### config.mk
export PLATFORM = sky130hd
export DESIGN_NAME = seg_scan_mux_flat
export DESIGN_NICKNAME = d
export VERILOG_FILES = /design/src/rtl/seg_scan_mux_if.sv /design/src/rtl/seg_scan_mux.sv /design/src/flat_wrapper.sv
export SDC_FILE = /design/constraint.sdc
export NUM_CORES = 1
export LEC_CHECK = 0
export ABC_AREA = 1
export CORE_ASPECT_RATIO = 0.5
export CORE_UTILIZATION = 35
export DETAILED_ROUTE_END_ITERATION = 6
export PLACE_DENSITY = 0.59
export SLEW_MARGIN = 5
export SYNTH_ARGS = -nofsm -noshare
export SYNTH_HDL_FRONTEND = slang
export SYNTH_SLANG_ARGS = --single-unit
### constraint.sdc
create_clock -name clk -period 2.5 [get_ports clk]
set_input_delay 0.25 -clock clk [delete_from_list [all_inputs] [get_ports clk]]
set_output_delay 0.25 -clock clk [all_outputs]
set_load 0.03 [all_outputs]
### src/rtl/seg_scan_mux_if.sv
// Bus between the display controller and the segment scan multiplexer:
// six digit patterns and controls in, multiplexed segment/digit drive out.
`timescale 1ns/1ps
interface seg_scan_mux_if;
   logic [6:0] in_sec_ge_seg;
   logic [6:0] in_sec_shi_seg;
   logic [6:0] in_min_ge_seg;
   logic [6:0] in_min_shi_seg;
   logic [6:0] in_hour_ge_seg;
   logic [6:0] in_hour_shi_seg;
   logic [5:0] dig_en;
   logic       blank_lz;
   logic [6:0] seg_out;
   logic [5:0] dig_sel;
   logic       frame_done;

   modport master (
      output in_sec_ge_seg, in_sec_shi_seg, in_min_ge_seg,
             in_min_shi_seg, in_hour_ge_seg, in_hour_shi_seg,
             dig_en, blank_lz,
      input  seg_out, dig_sel, frame_done
   );

   modport slave (
      input  in_sec_ge_seg, in_sec_shi_seg, in_min_ge_seg,
             in_min_shi_seg, in_hour_ge_seg, in_hour_shi_seg,
             dig_en, blank_lz,
      output seg_out, dig_sel, frame_done
   );
endinterface

### src/rtl/seg_scan_mux.sv
// Time-multiplexed 6-digit 7-segment driver with per-slot blanking,
// leading-zero suppression and a per-frame input snapshot.
`timescale 1ns/1ps
module seg_scan_mux #(
   parameter int         DIV      = 50000,
   parameter int         BLANK    = 1000,
   parameter logic [6:0] ZERO_PAT = 7'b0111111
) (
   input  logic         clk,
   input  logic         rst,
   seg_scan_mux_if.slave bus
);
   localparam int              CW        = (DIV > 1) ? $clog2(DIV) : 1;
   localparam logic [CW-1:0]   CNT_MAX   = CW'(DIV - 1);
   localparam logic [CW-1:0]   BLANK_C   = CW'(BLANK);
   localparam logic [2:0]      LAST_SLOT = 3'd5;

   logic [CW-1:0]     cnt_q, cnt_d;
   logic [2:0]        slot_q, slot_d;
   logic [5:0][6:0]   pat_q, pat_d;
   logic [5:0]        en_q, en_d;
   logic              lz_q, lz_d;
   logic [6:0]        seg_q, seg_d;
   logic [5:0]        sel_q, sel_d;
   logic              fd_q, fd_d;
   logic              shown;

   // Outputs are a function of the next state and the next snapshot, so the
   // freshly captured frame is already visible on the edge that loads it.
   always_comb begin
      cnt_d  = cnt_q + 1'b1;
      slot_d = slot_q;
      if (cnt_q == CNT_MAX) begin
         cnt_d  = '0;
         slot_d = (slot_q == LAST_SLOT) ? 3'd0 : slot_q + 3'd1;
      end

      pat_d = pat_q;
      en_d  = en_q;
      lz_d  = lz_q;
      if (cnt_q == '0 && slot_q == 3'd0) begin
         pat_d = {bus.in_hour_shi_seg, bus.in_hour_ge_seg, bus.in_min_shi_seg,
                  bus.in_min_ge_seg, bus.in_sec_shi_seg, bus.in_sec_ge_seg};
         en_d  = bus.dig_en;
         lz_d  = bus.blank_lz;
      end

      shown = (cnt_d >= BLANK_C) && en_d[slot_d] &&
              !(slot_d == LAST_SLOT && lz_d && pat_d[5] == ZERO_PAT);
      seg_d = shown ? pat_d[slot_d] : 7'd0;
      sel_d = shown ? (6'b000001 << slot_d) : 6'd0;
      fd_d  = (cnt_q == CNT_MAX) && (slot_q == LAST_SLOT);
   end

   always_ff @(posedge clk or posedge rst) begin
      if (rst) begin
         cnt_q  <= '0;
         slot_q <= 3'd0;
         pat_q  <= '0;
         en_q   <= 6'd0;
         lz_q   <= 1'b0;
         seg_q  <= 7'd0;
         sel_q  <= 6'd0;
         fd_q   <= 1'b0;
      end else begin
         cnt_q  <= cnt_d;
         slot_q <= slot_d;
         pat_q  <= pat_d;
         en_q   <= en_d;
         lz_q   <= lz_d;
         seg_q  <= seg_d;
         sel_q  <= sel_d;
         fd_q   <= fd_d;
      end
   end

   assign bus.seg_out    = seg_q;
   assign bus.dig_sel    = sel_q;
   assign bus.frame_done = fd_q;
endmodule
### src/flat_wrapper.sv
// flat-port wrapper written by rule: the top's interface ports become plain ports
module seg_scan_mux_flat 
#(
   parameter int         DIV      = 50000,
   parameter int         BLANK    = 1000,
   parameter logic [6:0] ZERO_PAT = 7'b0111111
)
  (clk, rst, bus_in_sec_ge_seg, bus_in_sec_shi_seg, bus_in_min_ge_seg, bus_in_min_shi_seg, bus_in_hour_ge_seg, bus_in_hour_shi_seg, bus_dig_en, bus_blank_lz, bus_seg_out, bus_dig_sel, bus_frame_done);
  seg_scan_mux_if bus_i ();
  input  logic clk;
  input  logic rst;
  input wire logic [$bits(bus_i.in_sec_ge_seg)-1:0] bus_in_sec_ge_seg;
  input wire logic [$bits(bus_i.in_sec_shi_seg)-1:0] bus_in_sec_shi_seg;
  input wire logic [$bits(bus_i.in_min_ge_seg)-1:0] bus_in_min_ge_seg;
  input wire logic [$bits(bus_i.in_min_shi_seg)-1:0] bus_in_min_shi_seg;
  input wire logic [$bits(bus_i.in_hour_ge_seg)-1:0] bus_in_hour_ge_seg;
  input wire logic [$bits(bus_i.in_hour_shi_seg)-1:0] bus_in_hour_shi_seg;
  input wire logic [$bits(bus_i.dig_en)-1:0] bus_dig_en;
  input wire logic [$bits(bus_i.blank_lz)-1:0] bus_blank_lz;
  output wire logic [$bits(bus_i.seg_out)-1:0] bus_seg_out;
  output wire logic [$bits(bus_i.dig_sel)-1:0] bus_dig_sel;
  output wire logic [$bits(bus_i.frame_done)-1:0] bus_frame_done;
  assign bus_i.in_sec_ge_seg = bus_in_sec_ge_seg;
  assign bus_i.in_sec_shi_seg = bus_in_sec_shi_seg;
  assign bus_i.in_min_ge_seg = bus_in_min_ge_seg;
  assign bus_i.in_min_shi_seg = bus_in_min_shi_seg;
  assign bus_i.in_hour_ge_seg = bus_in_hour_ge_seg;
  assign bus_i.in_hour_shi_seg = bus_in_hour_shi_seg;
  assign bus_i.dig_en = bus_dig_en;
  assign bus_i.blank_lz = bus_blank_lz;
  assign bus_seg_out = bus_i.seg_out;
  assign bus_dig_sel = bus_i.dig_sel;
  assign bus_frame_done = bus_i.frame_done;
  seg_scan_mux #(.DIV(DIV), .BLANK(BLANK), .ZERO_PAT(ZERO_PAT)) u_core (.clk(clk), .rst(rst), .bus(bus_i));
endmodule
==> key figures <==
Run
  – Max Cap Viol: 0

Floorplanning
  – Die W: 160.3 um
  – # IOs: 65
  – Die Y: a little over 80 um
  – Starting density of the core: between 30% and 40%
  – Die ar.: between 10000 and 15000 sq um
  – Core area: 12020 sq um
  – # rows: 28

Pwr
  – Design Power: 2.980 mW
  – VDD IR max: 0.2644 mV
  – Leakage Power: 2.817 nW
  – Pwr dens: 535.6 nW/um^2

Timing
  – RSZ-0062 raised after global routing: yes
  – Hold Violations, Final: 0
  – Least-Margin Pin Slew: 0.6766 ns
  – Period minus WS final: between 2 and 2.5 ns
  – Hold slack: 0.3202 ns
  – Setup slack after layout: 0.1784 ns
  – Final period utilization: 92.86%
  – Clock skew: roughly 0.011 ns
  – Worst slew margin: 54.89%
  – F_max: 430.7 MHz
  – Final count of negative-setup-slack endpoints: 0
  – Final Max Tran Viols: 0

Final layout
  – Final net count: 676
  – Most common cell after layout, fill and taps aside: nand2_1
  – Commonest cells after routing, fill and taps aside: nand2_1, inv_1, dfrtp_1
  – Synth-to-layout area growth: 26.88%
  – Share of layout cells above drive strength 1: between 10% and 20%
  – Final core utilization: 46.30%
  – # diodes: 0
  – Fillers: 1190

Synth
  – Register area share after synthesis: 46.79%
  – Syn Nets: 602
  – Post-synthesis cell type count: 33
  – Mapped Area: around 4400 sq um
  – Seq cells post-synth: 82
  – Avg Cell Area, Syn: 7.988 sq um
  – Synth warnings: 0
  – Synth Instances: 549

Critical path
  – Startpoint class of the critical path: flop
  – Arrival time worst endpoint: 2.56 ns
  – Critical Path RT: 2.73 ns
  – CP max stage delay: between 0.4 and 0.5 ns
  – Crit-path max FO: 41
  – Crit Path Class: reg2reg
  – Crit-path slowest cell: dfrtp_1
  – Crit. End Element: flop
  – CP cell instances: inv_1 > ha_1 > inv_1 > nor2_1 > nand2_1 > nor2_4 > nand3_4 > buf_12 > nand2_1 > a21boi_0 > nand2_1 > nand3_1 > nand2_1 > nand2_1 > nor2_4
  – CP most frequent cell: nand2_1

Global routing
  – GRT Overall Usage: 16.98%
  – Largest net degree at the start of global routing: 52
  – First-pass GRT wire length: around 17000 um
  – Vias in the first global route: 3438
  – Grt total ovfl: 0
  – Initial antenna violation count: 0

CTS
  – Clock root cell: clkbuf_16
  – Clock sink total: 82
  – Clock-pin slew on the worst setup and hold paths: around 0.060 ns
  – H-tree level count: 3
  – TritonCTS Buffers: 9
  – Hold_buf cts: 0
  – CTS resizes: 0
  – Clk_lat worst skew: approximately 0.34 ns
  – CTS tree: yes
  – CTS Buffer Depth: 2
  – Post-CTS Setup Repair Bufs: 0

Place
  – HPWL after DPL: 7586 um
  – Dpl ws: 0.2005 ns
  – Placer congestion estimate: 0.8724
  – PortBufs: 64

Route
  – Initial drt markers: between 200 and 250
  – Post-DRT Antenna Nets: 0
  – DR DRC count: 0
  – Routed vias: 3527
  – Drt pass-1 iters: 4
  – Wirelength per Cell: 12.77 um
  – Final wirelength: a little over 10000 um
  – Routed vias/inst: 4.448

Status
  – Outcome: completed

Worst hold path
  – Worst hold path type: in2async
[power by group]
group | total (mW) | internal [mW] | switching [mW]
Clock | 1.40 | 0.877 | 0.523
Combinational | 0.203 | 0.106 | 0.0970
Sequential | 1.38 | 1.37 | 0.0102
[metal layers]
| metal | share of wire, % | global-route usage, % | up-vias |
|---|---|---|---|
| met5 | 0 | 0 | - |
| met4 | 0.73 | 5.714 | 0 |
| met3 | 4.6 | 4.290 | 6 |
| met2 | 45 | 26.91 | 65 |
| met1 | 50 | 22.86 | 1610 |
| li1 | - | - | 1846 |
[registers in the layout, indices dropped and copies added, names as in the netlist]
name / count
u_core.bus.dig_sel: 6
u_core.bus.frame_done: 1
u_core.bus.seg_out: 7
u_core.cnt_q: 16
u_core.en_q: 6
u_core.lz_q: 1
u_core.pat_q: 42
u_core.slot_q: 3
[critical path: cells and delay by family (launching register included)]
kind / cells / cell delay, ns
AOI/OAI and AO/OA: 1 / 0.33
adders and majority gates: 1 / 0.13
buffers and inverters: 3 / 0.33
DFF: 1 / 0.41
and+or+nand+nor: 10 / 0.99
[metrics by stage]
stage	std cells	setup TNS (ns)	cell area (sq um)
after floorplan	549	0	4385
after global placement	777	0	5246
after detailed placement	777	0	5246
after CTS	793	0	5559
after global routing	793	-0.06577	5564
final	793	0	5564
[worst paths after layout]
path / start / end / slack, ns / cells past startpoint
min reg2reg: u_core.lz_q / u_core.lz_q / 0.48 / 2
min: rst / u_core.cnt_q[1] / 0.32 / 3
max reg2reg: u_core.cnt_q[0] / u_core.bus.seg_out[4] / 0.18 / 15
max in group asynchronous: rst / u_core.bus.dig_sel[5] / 1.62 / 3
max: u_core.cnt_q[0] / u_core.bus.seg_out[4] / 0.18 / 15
min in group clk: bus_in_hour_ge_seg[5] / u_core.pat_q[33] / 0.47 / 3
[synth_stat cells]
cell / count / share of area, %
a21boi_0: 24 / 4.1
a21oi_1: 13 / 1.5
and3_1: 2 / 0.29
buf_12: 1 / 0.46
buf_2: 4 / 0.46
buf_4: 3 / 0.51
buf_6: 4 / 1.0
dfrtp_1: 82 / 47
ha_1: 2 / 0.57
inv_1: 83 / 7.1
inv_2: 5 / 0.43
inv_6: 1 / 0.20
nand2_1: 186 / 16
nand2_2: 7 / 1.0
nand2_4: 1 / 0.26
nand2_8: 1 / 0.46
nand3_1: 28 / 3.2
nand3_2: 1 / 0.23
nand3_4: 3 / 1.2
nand3b_1: 1 / 0.17
nand4_1: 12 / 1.7
nand4_4: 1 / 0.49
nor2_1: 43 / 3.7
nor2_2: 5 / 0.71
nor2_4: 14 / 3.6
nor2_8: 2 / 0.91
nor3_1: 1 / 0.11
o21ai_0: 11 / 1.3
o21ai_2: 2 / 0.40
o21ai_4: 1 / 0.37
o21bai_1: 2 / 0.34
o31ai_1: 1 / 0.17
xor2_1: 2 / 0.40
[cell type report]
cell class	instances	area [sq um]	area share (%)
inverter	89	345.3	6.206
clock buffer	12	236.5	4.250
tap	165	206.4	3.710
timing repair buffer	75	760.7	13.67
sequential	82	2052	36.88
clock inverter	4	76.32	1.372
multi-input combinational	366	1887	33.91
[cell families after synthesis]
family          count (synthesis)  synth area share (%)
xor+xnor                        2                0.3995
compound gates                 54                 8.131
buf+inv                       101                 10.19
fa+ha+maj                       2                0.5705
simple gates                  308                 33.92
flops                          82                 46.79
(Power assumes the default switching activity.)
